<file path="src/rtl/mem_port_arbiter.sv">
// Two-port arbiter sharing one single-ported memory between instruction fetch
// (port I, read-only) and load/store (port D). Round-robin between the ports,
// one memory transaction in flight, and a per-access watchdog that aborts
// accesses the memory never acknowledges.
module mem_port_arbiter #(
  parameter int TIMEOUT = 255,
  parameter int TO_W    = 8
) (
  input  logic        clk,
  input  logic        rst,
  input  logic        i_req,
  input  logic [31:0] i_addr,
  output logic [31:0] i_rdata,
  output logic        i_done,
  input  logic        d_req,
  input  logic        d_we,
  input  logic [31:0] d_addr,
  input  logic [31:0] d_wdata,
  input  logic [3:0]  d_be,
  output logic [31:0] d_rdata,
  output logic        d_done,
  output logic        mem_req,
  output logic        mem_we,
  output logic [31:0] mem_addr,
  output logic [31:0] mem_wdata,
  output logic [3:0]  mem_be,
  input  logic [31:0] mem_rdata,
  input  logic        mem_ready,
  output logic        err,
  output logic        busy
);

  typedef enum logic [1:0] {IDLE, ACCESS, RESP} state_t;

  localparam logic [TO_W-1:0] TO_LAST = TO_W'(TIMEOUT - 1);

  state_t            state_q, state_d;
  logic              last_d_q, last_d_d;   // 1: port D was granted last
  logic              gnt_d_q, gnt_d_d;     // 1: current access belongs to D
  logic [TO_W-1:0]   wdog_q, wdog_d;
  logic              mem_req_q, mem_req_d;
  logic              mem_we_q, mem_we_d;
  logic [31:0]       mem_addr_q, mem_addr_d;
  logic [31:0]       mem_wdata_q, mem_wdata_d;
  logic [3:0]        mem_be_q, mem_be_d;
  logic [31:0]       i_rdata_q, i_rdata_d;
  logic [31:0]       d_rdata_q, d_rdata_d;
  logic              i_done_q, i_done_d;
  logic              d_done_q, d_done_d;
  logic              err_q, err_d;
  logic              busy_q, busy_d;
  logic              pick_d;

  // Next-state and registered-output logic for the IDLE/ACCESS/RESP machine.
  always_comb begin
    state_d     = state_q;
    last_d_d    = last_d_q;
    gnt_d_d     = gnt_d_q;
    wdog_d      = wdog_q;
    mem_req_d   = mem_req_q;
    mem_we_d    = mem_we_q;
    mem_addr_d  = mem_addr_q;
    mem_wdata_d = mem_wdata_q;
    mem_be_d    = mem_be_q;
    i_rdata_d   = i_rdata_q;
    d_rdata_d   = d_rdata_q;
    i_done_d    = 1'b0;
    d_done_d    = 1'b0;
    err_d       = 1'b0;
    // On a tie, D wins only if I was served last.
    pick_d      = d_req && (!i_req || !last_d_q);

    unique case (state_q)
      IDLE: begin
        if (i_req || d_req) begin
          gnt_d_d     = pick_d;
          last_d_d    = pick_d;
          mem_req_d   = 1'b1;
          mem_we_d    = pick_d && d_we;
          mem_addr_d  = pick_d ? d_addr : i_addr;
          mem_wdata_d = pick_d ? d_wdata : 32'h0;
          // Reads always fetch the full word; only stores honour d_be.
          mem_be_d    = (pick_d && d_we) ? d_be : 4'hF;
          wdog_d      = '0;
          state_d     = ACCESS;
        end
      end
      ACCESS: begin
        if (mem_ready) begin
          mem_req_d = 1'b0;
          if (gnt_d_q) begin
            d_rdata_d = mem_rdata;
            d_done_d  = 1'b1;
          end else begin
            i_rdata_d = mem_rdata;
            i_done_d  = 1'b1;
          end
          state_d = RESP;
        end else if (wdog_q == TO_LAST) begin
          // Abort: the requester still gets its done pulse, flagged by err.
          mem_req_d = 1'b0;
          err_d     = 1'b1;
          if (gnt_d_q) begin
            d_rdata_d = 32'h0;
            d_done_d  = 1'b1;
          end else begin
            i_rdata_d = 32'h0;
            i_done_d  = 1'b1;
          end
          state_d = RESP;
        end else begin
          wdog_d = wdog_q + TO_W'(1);
        end
      end
      RESP: begin
        // Requests are not sampled here so a requester can drop req in time.
        state_d = IDLE;
      end
      default: state_d = IDLE;
    endcase

    busy_d = (state_d != IDLE);
  end

  // State and output registers; reset drops mem_req at once and loses the access.
  always_ff @(posedge clk or posedge rst) begin
    if (rst) begin
      state_q     <= IDLE;
      last_d_q    <= 1'b1;
      gnt_d_q     <= 1'b0;
      wdog_q      <= '0;
      mem_req_q   <= 1'b0;
      mem_we_q    <= 1'b0;
      mem_addr_q  <= 32'h0;
      mem_wdata_q <= 32'h0;
      mem_be_q    <= 4'h0;
      i_rdata_q   <= 32'h0;
      d_rdata_q   <= 32'h0;
      i_done_q    <= 1'b0;
      d_done_q    <= 1'b0;
      err_q       <= 1'b0;
      busy_q      <= 1'b0;
    end else begin
      state_q     <= state_d;
      last_d_q    <= last_d_d;
      gnt_d_q     <= gnt_d_d;
      wdog_q      <= wdog_d;
      mem_req_q   <= mem_req_d;
      mem_we_q    <= mem_we_d;
      mem_addr_q  <= mem_addr_d;
      mem_wdata_q <= mem_wdata_d;
      mem_be_q    <= mem_be_d;
      i_rdata_q   <= i_rdata_d;
      d_rdata_q   <= d_rdata_d;
      i_done_q    <= i_done_d;
      d_done_q    <= d_done_d;
      err_q       <= err_d;
      busy_q      <= busy_d;
    end
  end

  assign i_rdata   = i_rdata_q;
  assign i_done    = i_done_q;
  assign d_rdata   = d_rdata_q;
  assign d_done    = d_done_q;
  assign mem_req   = mem_req_q;
  assign mem_we    = mem_we_q;
  assign mem_addr  = mem_addr_q;
  assign mem_wdata = mem_wdata_q;
  assign mem_be    = mem_be_q;
  assign err       = err_q;
  assign busy      = busy_q;

endmodule

</file>
<file path="config.mk">
export PLATFORM = sky130hd
export DESIGN_NAME = mem_port_arbiter
export DESIGN_NICKNAME = d
export VERILOG_FILES = /design/src/rtl/mem_port_arbiter.sv
export SDC_FILE = /design/constraint.sdc
export NUM_CORES = 1
export LEC_CHECK = 0
export BUFFER_PORTS_ARGS = -buffer_cell sky130_fd_sc_hd__buf_2
export CAP_MARGIN = 20
export CORE_MARGIN = 2
export CORE_UTILIZATION = 53
export CTS_BUF_LIST = sky130_fd_sc_hd__clkbuf_2
export CTS_CLUSTER_SIZE = 10
export DETAILED_ROUTE_END_ITERATION = 16
export GPL_TIMING_DRIVEN = 0
export PLACE_DENSITY = 0.88
export SETUP_SLACK_MARGIN = 0.1
export SYNTH_ARGS = -nofsm -noshare
export SYNTH_HDL_FRONTEND = slang
export SYNTH_SLANG_ARGS = --single-unit
</file>
<file path="constraint.sdc">
create_clock -name clk -period 13.1 [get_ports clk]
set_input_delay 0.655 -clock clk [delete_from_list [all_inputs] [get_ports clk]]
set_output_delay 0.655 -clock clk [all_outputs]
set_load 0.005 [all_outputs]
</file>
==> metrics, run 1 <==
total clock buffers created by CTS 17; post-synthesis cell type count 42; clk slew on worst S/H paths 0.19 ns; Worst Setup EP mem_wdata[0]; share of cells above drive strength 1 0.3452; final instance area 8175 µm²; Initial DRT Pass Iterations 7; Power Density 211.6 nW/µm²; Seq/Total Area, Yosys 0.5856; height of the chip 114.0 µm; Vias/cell 5.554; Placed Area 8005 µm²; via count 5,821; setup slack after layout 10.85 ns; Starting DRT DRC Count 536; Synth Cell Area 6412 µm²; Setup violations, final 0; Total Routing Usage GR 0.2651; maximum number of pins on one net before global-route repair 78; VDD IR max 135.6 µV; Nets 1,030; critical path endpoint category flop; Yosys warnings 0; die area 12,990 µm²; htree depth 4; worst reg-to-reg path cell count 5; Final HPWL DP 12.59 mm; IO Pins 276; setup_tns 0 ns; initial core utilization 0.5383; grt ovf 0; initial antenna violation count 0; Max Buffers Root-to-Sink 2; Port Buffers 275; CP required 13.71 ns; DRC viols 0; R2R Setup Slk 10.85 ns; PostCTS Resize Cnt 0; Syn Inst Count 595; Area growth syn-to-layout 27.49%; Worst R2R End mem_wdata[0]; Die Wd 114.0 µm; Routability Congestion 0.8061; post-synthesis register bit count 150; clock sink count 150; final setup skew 0.02756 ns; post-synth top area cell dfrtp_1; max_slew headroom 0.5149; Fmax 444.0 MHz; Hold Path Class input port to asynchronous set/reset pin; crit start category flop; Avg Inst Size Synth 10.78 µm²; # diodes 0; synthesized net count 735; WP data arrival 2.86 ns; final hold vios 0; vias in the first global route 5,623; Slew @ Worst Pin 0.7179 ns; global-route wire length before repair 27.30 mm; most common cell after layout, fill and taps aside buf_2; Yosys top cell area share 0.5815; Post-CTS Setup Inserts 0; core region area 11,910 µm²; DP Worst Slack 10.57 ns; outcome finished, final reports clean; unrepaired setup endpoints after global routing false; RR Startpoint state_q[0]; Final period util 0.1719; Pleak 4.354 nW; max_cap viols 0; Tmin final 2.252 ns; Crit Path Max Fanout 10; Critical Path Source state_q[0]; drt total wl 17.22 mm; Wirelength per Cell 16.43 µm; # hold bufs at CTS 0; commonest non-fill, non-tap cells in the layout buf_2, dfrtp_1, o21ai_0; synth top area cells dfrtp_1, o21ai_0, a22oi_1; clock root cell clkbuf_2; Slew Limit Fails 0; Rows 40; Setup Crit Path Kind flop to flop; worst skew pair latency 0.67 ns; Final ANT Viol Nets 0; CTS tree yes
-- worst max-delay path, cell delays in order, from the launching register on --
cell,delay (ns)
dfrtp_1,0.48
nor2_1,0.49
and3_1,0.26
clkbuf_1,0.27
clkbuf_1,0.46
a22o_1,0.22
-- power breakdown --
part	switching (W)	leakage, nW	total [W]	internal, W
registers	0.000131	1.73	0.000793	0.000662
logic	0.000374	2.50	0.000722	0.000347
clock network	0.000149	0.124	0.000216	0.0000668
-- state kept, by name (all words and copies together) (netlist names) --
name,flops
d_rdata,32
mem_we,1
state_q,2
d_done,1
last_d_q,1
wdog_q,8
mem_req,1
i_done,1
err,1
mem_addr,32
gnt_d_q,1
i_rdata,32
mem_wdata,32
busy,1
mem_be,4
-- kinds of logic after synthesis --
logic type,count (synthesis),synth area share
compound gates,256,0.2548
buf+inv,119,0.07063
flops,150,0.5856
mux,36,0.05620
simple gates,32,0.02888
fa+ha+maj,2,0.003902
-- how the worst min path moves through the flow --
stage,start,to,slack (ns)
floorplan,wdog_q[4],wdog_q[4],0.48
global placement,mem_addr[11],mem_addr[11],0.48
detailed placement,mem_wdata[10],mem_wdata[10],0.49
CTS,rst,mem_wdata[21],0.06
global route,rst,mem_wdata[21],0.05
finish,rst,d_rdata[25],0.09
-- synthesized netlist by cell type --
cell type,instances
a211oi_1,1
a21boi_0,1
a21o_1,9
a21oi_1,1
a221oi_1,1
a22o_1,32
a22oi_1,64
a2bb2oi_1,1
a31oi_1,2
and3_1,3
and4_1,1
and4b_1,1
buf_1,3
buf_2,4
clkbuf_1,41
clkbuf_2,1
dfrtp_1,149
dfstp_2,1
ha_1,2
inv_1,70
mux2i_1,36
nand2_1,7
nand2b_1,1
nand3_1,3
nand3b_1,1
nand4_1,1
nor2_1,6
nor4_1,1
nor4bb_1,2
o2111ai_1,1
o21a_1,1
o21ai_0,133
o21ai_1,1
o22ai_1,1
o311a_1,1
o31a_1,5
o41ai_1,1
or2_1,1
or2_2,1
or3b_1,1
or3b_2,1
or4_1,1
-- through the flow --
step                cells    util  hold WS (ns)  power, W
floorplan             595       -        0.4758  0.001180
global placement     1017  0.6693        0.4828  0.001486
detailed placement   1018  0.6721        0.4889  0.001523
CTS                  1048  0.6863       0.05887  0.001735
global route         1048  0.6863       0.05041  0.001871
finish               1048  0.6863       0.08997  0.001730
-- layout make-up --
class	instances	area [µm²]
repair buffers	276	1404
flip-flops and latches	150	3755
well taps	147	183.9
clock inverters	8	60.06
inverters	70	267.8
fillers	960	3736
multi-input cells	326	2205
plain buffers	49	190.2
clock buffers	22	110.1
-- metal layers --
layer / up-vias / track usage / wire length [µm]
met1: 2807 / 0.3523 / 7116
met3: 38 / 0.05951 / 1193
met2: 260 / 0.4286 / 8448
li1: 2716 / - / -
met4: 0 / 0.1016 / 461
met5: - / 0 / 0
No activity file was read; power rests on OpenSTA's default activity.
==> run 2, diff against run 1 <==
Settings changed: ABC_AREA set to 1, CORE_UTILIZATION 53 to 49, PLACE_DENSITY 0.88 to 0.82.
Clock period 13.1 ns to 2.3 ns, I/O delays scaled along.
==> metrics, run 2 <==
maximum number of pins on one net before global-route repair 44 (was 78); hold wc startpoint d_req; synth cell count leaders nand2_1, dfrtp_1, nand4_1 (was dfrtp_1, o21ai_0, inv_1); htree depth 4 (unchanged); R2R Setup Slk 0.02 ns (was 10.85 ns); critical path endpoint category flop (unchanged); synthesized net count 859 (was 735); Setup violations, final 0 (unchanged); max_slew headroom 0.4435 (was 0.5149); worst skew pair latency 0.75 ns (was 0.67 ns); Routability Congestion 0.8691 (was 0.8061); switch share 0.4286 (was 0.3784); Seq/Total Area, Yosys 0.5891 (was 0.5856); Synth Cell Area 6374 µm² (was 6412 µm²); post-synthesis register bit count 150 (unchanged); Gate power share 0.467 (was 0.417); DRC viols 0 (unchanged); Hold Path Class input port to flop (was input port to asynchronous set/reset pin); CP required 2.95 ns (was 13.71 ns); RR Startpoint last_d_q (was state_q[0]); register share of total power 0.402 (was 0.458); crit start category flop (unchanged); Yosys warnings 0 (unchanged); Synth Area in Simple Gates 0.2909 (was 0.02888); Vias/cell 5.597 (was 5.554); Port Buffers 275 (unchanged); outcome finished, final reports clean (unchanged); hold_ws 0.05543 ns (was 0.08997 ns); largest family of logic cells by synthesized area simple AND/OR/NAND/NOR gates (was compound AO/OA/AOI/OAI gates); Tmin final 2.277 ns (was 2.252 ns); Syn Inst Count 719 (was 595); IO Pins 276 (unchanged); clock power share 0.131 (was 0.125); commonest non-fill, non-tap cells in the layout buf_2, nand2_1, dfrtp_1 (was buf_2, dfrtp_1, o21ai_0); Worst Hold Path Cells 5; post-synthesis cell type count 30 (was 42); Slew @ Worst Pin 0.8330 ns (was 0.7179 ns); die area 13,940 µm² (was 12,990 µm²); Worst R2R End mem_addr[0] (was mem_wdata[0]); Wirelength per Cell 19.23 µm (was 16.43 µm); Power Density 1158 nW/µm² (was 211.6 nW/µm²); Switching Power 0.004852 W (was 0.0006546 W); vias in the first global route 7,849 (was 5,623); Fmax 439.2 MHz (was 444.0 MHz); final hold vios 0 (unchanged); final setup skew 0.04292 ns (was 0.02756 ns); Pleak 5.267 nW (was 4.354 nW); clk slew on worst S/H paths 0.23 ns (was 0.19 ns); most common cell after layout, fill and taps aside buf_2 (unchanged); via count 7,578 (was 5,821); max_cap viols 0 (unchanged); clock sink count 150 (unchanged); Slew Limit Fails 0 (unchanged); Final ANT Viol Nets 0 (unchanged); total clock buffers created by CTS 17 (unchanged); post-synthesis compound-gate area fraction 0.06184 (was 0.2548); post-synthesis adder-cell area fraction 0.003926 (was 0.003902); Final period util 0.9899 (was 0.1719); drt total wl 26.04 mm (was 17.22 mm); Synth Area in XOR/XNOR 0.001374 (was 0); WP data arrival 2.93 ns (was 2.86 ns); Nets 1,306 (was 1,030); most numerous cell in the Yosys netlist nand2_1 (was dfrtp_1); post-synthesis mux area share 0 (was 0.05620); Crit Path Max Fanout 10 (unchanged); Total Routing Usage GR 0.3741 (was 0.2651); global-route wire length before repair 40.29 mm (was 27.30 mm); post-synth top area cell dfrtp_1 (unchanged); Hold Path End mem_addr[8]; Final HPWL DP 14.53 mm (was 12.59 mm); fillers 793 (was 960); setup_tns 0 ns (unchanged); clock root cell clkbuf_2 (unchanged); grt ovf 0 (unchanged); share of cells above drive strength 1 0.3036 (was 0.3452); Die Wd 118.1 µm (was 114.0 µm); Async SR Flop Fraction 1.000 (unchanged); unrepaired setup endpoints after global routing true (was false); Setup Crit Path Kind flop to flop (unchanged); Yosys top cell area share 0.5850 (was 0.5815); Starting DRT DRC Count 697 (was 536); initial core utilization 0.5030 (was 0.5383); initial antenna violation count 3 (was 0); Main synth FF type dfrtp_1 (unchanged); Avg Inst Size Synth 8.865 µm² (was 10.78 µm²); core region area 12,670 µm² (was 11,910 µm²); Initial DRT Pass Iterations 7 (unchanged); CTS tree yes (unchanged); VDD IR max 780.8 µV (was 135.6 µV); height of the chip 118.1 µm (was 114.0 µm); Rows 41 (was 40); worst reg-to-reg path cell count 7 (was 5); synth top area cells dfrtp_1, nand2_1, nand4_1 (was dfrtp_1, o21ai_0, a22oi_1); Area growth syn-to-layout 53.36% (was 27.49%); Max Buffers Root-to-Sink 2 (unchanged); Pint 0.006469 W (was 0.001076 W); number of flops mapped to enable cells by yosys 0 (unchanged)
==> run 2: what timing repair did <==
item	4_1_cts	5_1_grt
hold endpoints to repair	266	0
endpoints found under the setup margin	0	30
buffers inserted	0	3
resized for setup	0	22
hold buffers	147	0
==> run 2: how the worst max path moves through the flow <==
stage	from	to	slack (ns)	cells past startpoint
3_5_place_dp	last_d_q	mem_addr[14]	0.65	7
6_report	last_d_q	mem_addr[0]	0.02	7
5_1_grt	last_d_q	mem_addr[1]	-0.01	7
4_1_cts	last_d_q	mem_addr[7]	0.12	8
2_1_floorplan	rst	busy	0.30	1
3_3_place_gp	rst	d_rdata[3]	-0.61	2
==> run 2: area by class of cell <==
class / instances / area [µm²] / area share
sequential: 150 / 3755 / 0.3842
timing repair buffer: 428 / 2930 / 0.2998
multi-input combinational: 500 / 2290 / 0.2343
buffer: 52 / 281.5 / 0.02880
tap: 172 / 215.2 / 0.02202
clock inverter: 15 / 142.6 / 0.01459
clock buffer: 17 / 85.08 / 0.008705
inverter: 17 / 67.56 / 0.006912
antenna: 3 / 7.507 / 0.0007680
==> run 2: kinds of logic after synthesis <==
group	after synthesis
simple gates	422
flops	150
compound gates	75
buf+inv	69
fa+ha+maj	2
xor+xnor	1
==> run 2: per-layer routing <==
layer	up-vias	wire [µm]	GRT usage
li1	3274	-	-
met3	187	2586	0.08963
met5	-	0	0
met1	3511	8999	0.4141
met2	606	12210	0.6214
met4	0	2244	0.2869
==> run 2: worst max-delay path, cell delays in order (launching register included) <==
cell and delay, ns:
dfstp_2 0.42, nand2_1 0.10, nand2_4 0.10, inv_1 0.12, buf_1 0.44, o21ai_0 0.15, o21ai_0 0.24, dlygate4sd3_1 0.63
==> run 2: power groups by stage <==
stage               Combinational [W]  Sequential [W]  Clock, W
floorplan                     0.00209         0.00454         0
global placement              0.00414         0.00442         0
detailed placement            0.00425         0.00445         0
CTS                           0.00484         0.00441   0.00147
global route                  0.00572         0.00466   0.00161
finish                        0.00529         0.00456   0.00148
==> run 2: metrics by stage <==
stage / cell area, µm² / setup WS (ns) / instances / total power [W] / utilization
2_1_floorplan: 6377 / 0.2968 / 719 / 0.006636 / -
3_3_place_gp: 7969 / -0.6073 / 1166 / 0.008558 / 0.6289
3_5_place_dp: 8029 / 0.6542 / 1169 / 0.008706 / 0.6337
4_1_cts: 9728 / 0.1172 / 1348 / 0.01072 / 0.7678
5_1_grt: 9774 / -0.01251 / 1354 / 0.01198 / 0.7714
6_report: 9774 / 0.02323 / 1354 / 0.01132 / 0.7714
